--- config.mk ---
export PLATFORM = sky130hd
export DESIGN_NAME = my_sync_bridge_interface
export DESIGN_NICKNAME = d
export VERILOG_FILES = /design/src/rtl/my_sync_bridge_interface.sv
export SDC_FILE = /design/constraint.sdc
export NUM_CORES = 1
export LEC_CHECK = 0
export CORE_MARGIN = 10
export CORE_UTILIZATION = 32
export CTS_BUF_LIST = sky130_fd_sc_hd__clkbuf_16
export CTS_CLUSTER_DIAMETER = 100
export DETAILED_ROUTE_END_ITERATION = 16
export PLACE_DENSITY = 0.77
export SYNTH_ARGS = -nofsm -noshare
export SYNTH_HDL_FRONTEND = slang
export SYNTH_SLANG_ARGS = --single-unit
--- constraint.sdc ---
create_clock -name clk -period 1.45 [get_ports clk]
set_clock_uncertainty 0.05 [all_clocks]
set_input_delay 0.2175 -clock clk [delete_from_list [all_inputs] [get_ports clk]]
set_output_delay 0.2175 -clock clk [all_outputs]
set_load 0.05 [all_outputs]
--- src/rtl/my_sync_bridge_interface.sv ---
// AHB-to-APB bridge sharing a single clock: one AHB slave port fronting one APB completer.
// Reads take SETUP/ACCESS directly; writes spend one WWAIT cycle collecting the AHB data phase.
module my_sync_bridge_interface #(
    parameter int unsigned ADDR_W = 32,
    parameter int unsigned DATA_W = 32
) (
    input  logic              clk,
    input  logic              rst,
    input  logic              hsel,
    input  logic [ADDR_W-1:0] haddr,
    input  logic [1:0]        htrans,
    input  logic              hwrite,
    input  logic [2:0]        hsize,
    input  logic [DATA_W-1:0] hwdata,
    input  logic              hready,
    output logic              hreadyout,
    output logic              hresp,
    output logic [DATA_W-1:0] hrdata,
    output logic [ADDR_W-1:0] paddr,
    output logic              pwrite,
    output logic              psel,
    output logic              penable,
    output logic [DATA_W-1:0] pwdata,
    input  logic [DATA_W-1:0] prdata,
    input  logic              pready,
    input  logic              pslverr
);

    typedef enum logic [2:0] {
        IDLE,
        WWAIT,
        SETUP,
        ACCESS,
        ERR2
    } state_t;

    state_t state;
    logic   accept;
    logic   take;
    logic   unused_ok;

    // Transfer size and the SEQ/NONSEQ distinction carry no meaning here.
    assign unused_ok = ^{hsize, htrans[0]};

    assign accept = hsel && htrans[1] && hready;

    always_comb begin
        hreadyout = 1'b0;
        hresp     = 1'b0;
        hrdata    = '0;
        case (state)
            IDLE: hreadyout = 1'b1;
            ERR2: begin
                hreadyout = 1'b1;
                hresp     = 1'b1;
            end
            ACCESS: begin
                hrdata = prdata;
                if (pready) begin
                    hreadyout = !pslverr;
                    hresp     = pslverr;
                end
            end
            default: ;
        endcase
    end

    // A new transfer may only start on a cycle where this slave signals ready.
    assign take = accept && hreadyout;

    always_ff @(posedge clk) begin
        if (rst) begin
            state   <= IDLE;
            psel    <= 1'b0;
            penable <= 1'b0;
            pwrite  <= 1'b0;
            paddr   <= '0;
            pwdata  <= '0;
        end else begin
            case (state)
                WWAIT: begin
                    pwdata  <= hwdata;
                    state   <= SETUP;
                    psel    <= 1'b1;
                    penable <= 1'b0;
                end
                SETUP: begin
                    state   <= ACCESS;
                    penable <= 1'b1;
                end
                ACCESS: begin
                    if (pready) begin
                        state   <= pslverr ? ERR2 : IDLE;
                        psel    <= 1'b0;
                        penable <= 1'b0;
                    end
                end
                default: begin
                    state   <= IDLE;
                    psel    <= 1'b0;
                    penable <= 1'b0;
                end
            endcase
            // Overrides the return-to-IDLE above so a pipelined transfer starts at once.
            if (take) begin
                paddr   <= haddr;
                pwrite  <= hwrite;
                state   <= hwrite ? WWAIT : SETUP;
                psel    <= !hwrite;
                penable <= 1'b0;
            end
        end
    end

endmodule

==> run_results.csv, run 1 <==
group,metric,value,unit
grt,overflow,0,
drt,drt_iter0_drc,140,
power,p_int,4549,µW
clocking,htreeDepth,3,
finish,nets,674,
yosys,synth-main-ff-cell,"dfxtp_1",
timing,finalCritPeriodShare,1.164,
worst_setup_path,setup.worst_path.class,"flop to output port",
clocking,clkLatencyLatePin,0.33,ns
timing,setup_slack,-0.2376,ns
grt,grt_pass1_wl,20510,µm
power,pwr-share-comb,0.244,
finish,num_antenna_cells,0,
drt,via_per_inst,4.720,
status,status,"finished with violations",
timing,final-hold-violation-count,0,
yosys,yosysTopAreaCellShare,0.4553,
yosys,ys_ff_latch,70,
min_path,min_from,"rst",
finish,fin_util,0.7651,
grt,track_usage,0.1809,
power,switching_share,0.2659,
timing,max_freq,0.5925,GHz
drt,ant_nets,0,
die,dieHeight,118.1,µm
drt,wl_per_cell,18.48,µm
grt,grt_max_degree,45,
power,seqPwrFrac,0.339,
yosys,synth_nets,462,
place,gp_congestion,0.7708,
yosys,async_flop_share,0,
min_path,holdCritPathClass,"input port to flop",
power,ir_drop,0.7188,mV
worst_setup_path,ff2ff_path_depth,4,
worst_setup_path,crit_path_max_fanout,32,
yosys,yosysUniqueCellTypes,28,
finish,fin_area,7103,µm²
worst_setup_path,cp-start-kind,"flop",
yosys,syn-cell-area,3078,µm²
clocking,cts_buffer_depth,2,
place,dp_hpwl,9735,µm
worst_setup_path,end_kind,"output port",
yosys,yosys_warnings,0,
worst_setup_path,regToRegSetupSlack,-0.15,ns
clocking,cts_root_buffer,"clkbuf_16",
die,die_w,118.1,µm
power,power_frac_clock,0.418,
worst_setup_path,r2r-end,"paddr[10]",
timing,layout_min_cycle_time,1.688,ns
die,rows,35,
yosys,synth_top_cell_by_area,"dfxtp_1",
worst_setup_path,worstPathRequired,1.18,ns
die,core,9284,µm²
finish,multi_input_area,1729,µm²
yosys,ys_seq_area_frac,0.4553,
power,fin_total_pwr,6197,µW
clocking,path_clk_slew,0.06,ns
die,start_util,0.3315,
power,switching_power,1648,µW
die,die_area,13940,µm²
clocking,numCtsBuffers,9,
finish,area_growth,130.8,%
power,power.density,872.4,nW/µm²
place,port_buffers,204,
drt,routed_wl,12940,µm
finish,drive_gt1_frac,0.3292,
die,io_pins,209,
timing,relSlewSlack,0.7688,
yosys,synth_edf_count,0,
place,place_area,6536,µm²
drt,num_vias,3304,
worst_setup_path,endpoint,"hrdata[31]",
timing,rsz0062_at_grt,"true",
yosys,synth_common_cells,"dfxtp_1 (70), nand2b_1 (67), nand2_1 (66)",
finish,fillCellCount,590,
drt,drc,0,
timing,fin_tns_setup,-10.38,ns
yosys,ys_top_cells_by_area,"dfxtp_1 (46%), nand2b_1 (14%), mux2i_1 (11%)",
finish,seq_area,1413,µm²
drt,first_pass_iters,4,
worst_setup_path,critPathLaunch,"state[2]",
timing,drv_slew,0,
run,drv_cap,0,
status,violations,"negative setup slack",
worst_setup_path,reg2reg_from,"state[2]",
yosys,synthCells,354,
grt,grt_pass1_vias,3582,
power,p_leak,0.002692,µW
yosys,synth_most_common_cell,"dfxtp_1",
clocking,numClockSinks,70,
timing,holdWs,0.3126,ns
worst_setup_path,crit_arrival,1.42,ns
yosys,synth_area_per_cell,8.695,µm²
grt,antenna_found_initial,0,
timing,worstMarginPinSlew,0.3468,ns
timing,setup_viol,82,
clocking,cts_tree,"built",
[critical path: stages, from the launching register on]
cell	delay, ns
dfxtp_4	0.38
nor2b_4	0.14
buf_12	0.19
and3_1	0.22
buf_12	0.14
[per-stage QoR]
| step | std cells | setup slack [ns] |
|---|---|---|
| final | 700 | -0.2376 |
| after global routing | 700 | -0.2794 |
| after CTS | 700 | -0.2347 |
| after detailed placement | 677 | -0.4120 |
| after global placement | 677 | -0.3869 |
| after floorplan | 354 | -0.02454 |
[registers in the layout, indices dropped and copies added (netlist names)]
name / flops
paddr: 32
penable: 1
psel: 1
pwdata: 32
pwrite: 1
state: 3
[kinds of logic (layout without fill, tap and decap cells)]
kind of cell,after synthesis,after routing,synth area share
and+or+nand+nor,179,179,0.3146
DFF,70,70,0.4553
AOI/OAI and AO/OA,42,42,0.07602
muxes,33,33,0.1073
buffers and inverters,30,247,0.04675
[cell usage in the layout (no fill, tap or decap), types with 3 or more instances in the layout]
master	count
clkdlybuf4s50_1	101
nand2b_1	67
a21oi_1	33
buf_12	108
dfxtp_4	3
bufinv_16	3
bufbuf_16	3
buf_4	12
clkbuf_16	9
dfxtp_1	67
and3_4	32
buf_6	4
mux2i_1	33
nor2_1	4
nand2_1	66
[worst min path at each step]
stage / cells past startpoint / to
after floorplan: 2 / pwdata[10]
after global placement: 2 / pwdata[14]
after detailed placement: 2 / pwdata[31]
after CTS: 3 / paddr[10]
after global routing: 3 / paddr[26]
final: 3 / paddr[10]
[timing repair]
action                     CTS  global route
setup buffers                3             0
setup endpoints to repair   74           100
hold endpoints to repair     0             0
cloned                       4             0
hold buffers                 0             0
gates resized for setup     15             5
pin swaps                    2             5
[power groups by stage]
stage / Clock (µW) / Sequential (µW) / Combinational [µW]
after floorplan: 0 / 2360 / 369
after global placement: 0 / 2140 / 1410
after detailed placement: 0 / 2140 / 1430
after CTS: 2620 / 2100 / 1510
after global routing: 2730 / 2110 / 1580
final: 2590 / 2100 / 1510
[area by class of cell]
cell class	count	area share
repair buffers	231	0.4853
multi-input cells	254	0.2434
flip-flops and latches	70	0.1989
clock buffers	9	0.03171
well taps	129	0.02272
clock inverters	7	0.01797
[metal layers]
| metal | vias to the layer above | GRT usage | routed length (µm) |
|---|---|---|---|
| met4 | 0 | 0.04250 | 162 |
| met5 | - | 0 | 0 |
| met1 | 1561 | 0.1961 | 5031 |
| met2 | 134 | 0.3293 | 6787 |
| li1 | 1597 | - | - |
| met3 | 12 | 0.05995 | 956 |
Note: power is estimated with default switching activity, not from simulation.
==> run 2: changes to the inputs <==
--- a/config.mk
+++ b/config.mk
@@ -5,12 +5,14 @@
 export SDC_FILE = /design/constraint.sdc
 export NUM_CORES = 1
 export LEC_CHECK = 0
+export CELL_PAD_IN_SITES_DETAIL_PLACEMENT = 1
+export CELL_PAD_IN_SITES_GLOBAL_PLACEMENT = 1
 export CORE_MARGIN = 10
-export CORE_UTILIZATION = 32
+export CORE_UTILIZATION = 22
 export CTS_BUF_LIST = sky130_fd_sc_hd__clkbuf_16
 export CTS_CLUSTER_DIAMETER = 100
 export DETAILED_ROUTE_END_ITERATION = 16
-export PLACE_DENSITY = 0.77
+export PLACE_DENSITY_LB_ADDON = 0.1
 export SYNTH_ARGS = -nofsm -noshare
 export SYNTH_HDL_FRONTEND = slang
 export SYNTH_SLANG_ARGS = --single-unit
==> run_results.csv, run 2 (synthesis gave the netlist of run 1 again) <==
group,metric,value,unit
status,status,"finished with violations",
status,violations,"negative setup slack",
finish,fin_util,0.5207,
worst_setup_path,crit_arrival,1.43,ns
power,p_int,4146,µW
finish,nets,676,
finish,drive_gt1_frac,0.3613,
finish,fillCellCount,1460,
grt,track_usage,0.1376,
finish,seq_area,1413,µm²
finish,top_regs,"paddr: 32 flops, pwdata: 32 flops, state: 3 flops",
min_path,whs_path_depth,4,
clocking,cts_root_buffer,"clkbuf_16",
worst_setup_path,ff2ff_path_depth,6,
timing,final-hold-violation-count,0,
finish,num_antenna_cells,0,
place,port_buffers,204,
timing,drv_slew,0,
grt,overflow,0,
timing,setup_viol,68,
place,dp_hpwl,10550,µm
finish,layout_commonest_cell,"buf_12",
drt,routed_wl,13840,µm
clocking,htreeDepth,3,
place,gp_congestion,0.7636,
drt,num_vias,3278,
drt,ant_nets,0,
power,switching_power,1596,µW
clocking,path_clk_slew,0.05,ns
drt,via_per_inst,4.353,
drt,first_pass_iters,4,
worst_setup_path,critical-path-max-stage-delay,0.34,ns
finish,fin_area,7172,µm²
clocking,numClockSinks,70,
die,rows,43,
timing,setup_slack,-0.2462,ns
drt,drt_iter0_drc,119,
power,seqPwrFrac,0.366,
worst_setup_path,setup.worst_path.class,"flop to output port",
die,die_area,19120,µm²
timing,rsz0062_at_grt,"true",
min_path,holdCritPathClass,"input port to flop",
timing,worstMarginPinSlew,0.3662,ns
run,drv_cap,0,
worst_setup_path,cp_common_cell,"buf_4",
place,place_area,6613,µm²
timing,max_freq,0.5896,GHz
drt,wl_per_cell,18.37,µm
finish,area_growth,133.0,%
finish,multi_input_area,1814,µm²
timing,layout_min_cycle_time,1.696,ns
drt,drc,0,
die,io_pins,209,
grt,grt_pass1_wl,21250,µm
power,p_leak,0.002682,µW
worst_setup_path,cp-start-kind,"flop",
die,dieHeight,138.3,µm
worst_setup_path,crit_path_max_fanout,3,
worst_setup_path,end_kind,"output port",
grt,grt_pass1_vias,3548,
grt,antenna_found_initial,1,
power,power_frac_clock,0.367,
finish,most-common-layout-cells,"buf_12 (111), clkdlybuf4s50_1 (102), nand2b_1 (67), dfxtp_1 (67), nand2_1 (60)",
grt,grt_max_degree,44,
power,switching_share,0.2779,
worst_setup_path,path_cells,"buf_4 > buf_4 > and3_4 > a21o_1 > buf_12",
clocking,cts_tree,"built",
power,pwr-share-comb,0.268,
die,die_w,138.3,µm
worst_setup_path,worstPathRequired,1.18,ns
die,core,13770,µm²
worst_setup_path,critPathSlowestCell,"dfxtp_4",
power,power.density,800.6,nW/µm²
clocking,clkLatencyLatePin,0.33,ns
timing,relSlewSlack,0.7523,
clocking,numCtsBuffers,9,
timing,finalCritPeriodShare,1.170,
power,ir_drop,0.4426,mV
clocking,cts_buffer_depth,2,
die,start_util,0.2235,
## run 2: layer usage
| metal | vias up | track usage | routed length, µm |
|---|---|---|---|
| li1 | 1595 | - | - |
| met1 | 1548 | 0.1589 | 5843 |
| met2 | 121 | 0.2297 | 6849 |
| met3 | 12 | 0.05616 | 1008 |
| met4 | 2 | 0.03663 | 120 |
| met5 | - | 0 | 13 |
## run 2: critical path, delay by kind of cell (launching register included)
| family | cells | cell delay (ns) |
|---|---|---|
| buffers and inverters | 3 | 0.43 |
| flip-flops | 1 | 0.34 |
| AO/OA/AOI/OAI | 1 | 0.19 |
| AND/OR/NAND/NOR | 1 | 0.14 |
## run 2: layout make-up
class,count,share of cell area
multi-input cells,254,0.2530
well taps,180,0.03140
flip-flops and latches,70,0.1970
clock inverters,7,0.008025
clock buffers,9,0.03140
repair buffers,233,0.4792
## run 2: power groups by stage
| stage | clock network (µW) | logic [µW] | registers, µW |
|---|---|---|---|
| finish | 2110 | 1540 | 2100 |
| global route | 2270 | 1620 | 2110 |
| CTS | 2180 | 1510 | 2100 |
| detailed placement | 0 | 1440 | 2150 |
| global placement | 0 | 1410 | 2140 |
| floorplan | 0 | 369 | 2360 |
## run 2: final timing paths
check | from | to | slack, ns
min | rst | penable | 0.28
max reg2reg | state[0] | paddr[2] | -0.17
max | state[0] | hreadyout | -0.25
min reg2reg | pwdata[3] | pwdata[3] | 0.44
## run 2: what timing repair did
item / in CTS / in global routing
endpoints found under the hold margin: 0 / 0
pin swaps: 5 / 10
hold buffers: 0 / 0
setup endpoints to repair: 101 / 84
resized for setup: 15 / 32
buffers inserted: 5 / 3
cloned: 2 / 2
## run 2: through the flow
step	power, µW	setup slack, ns	hold WS, ns	TNS [ns]	cells
finish	5742	-0.2462	0.2816	-11.94	753
global route	6002	-0.2940	0.3157	-17.71	753
CTS	5786	-0.2501	0.2688	-14.17	751
detailed placement	3590	-0.4569	0.4342	-18.22	728
global placement	3557	-0.3916	0.4290	-16.26	728
floorplan	2732	-0.02454	0.3035	-0.02454	354
==> run 3: changes to the inputs <==
--- a/config.mk
+++ b/config.mk
@@ -5,6 +5,7 @@
 export SDC_FILE = /design/constraint.sdc
 export NUM_CORES = 1
 export LEC_CHECK = 0
+export CAP_MARGIN = 30
 export CELL_PAD_IN_SITES_DETAIL_PLACEMENT = 1
 export CELL_PAD_IN_SITES_GLOBAL_PLACEMENT = 1
 export CORE_MARGIN = 10
==> results of run 3 <==
Same layout as run 2: the final DEF is identical, and so are final timing and power.
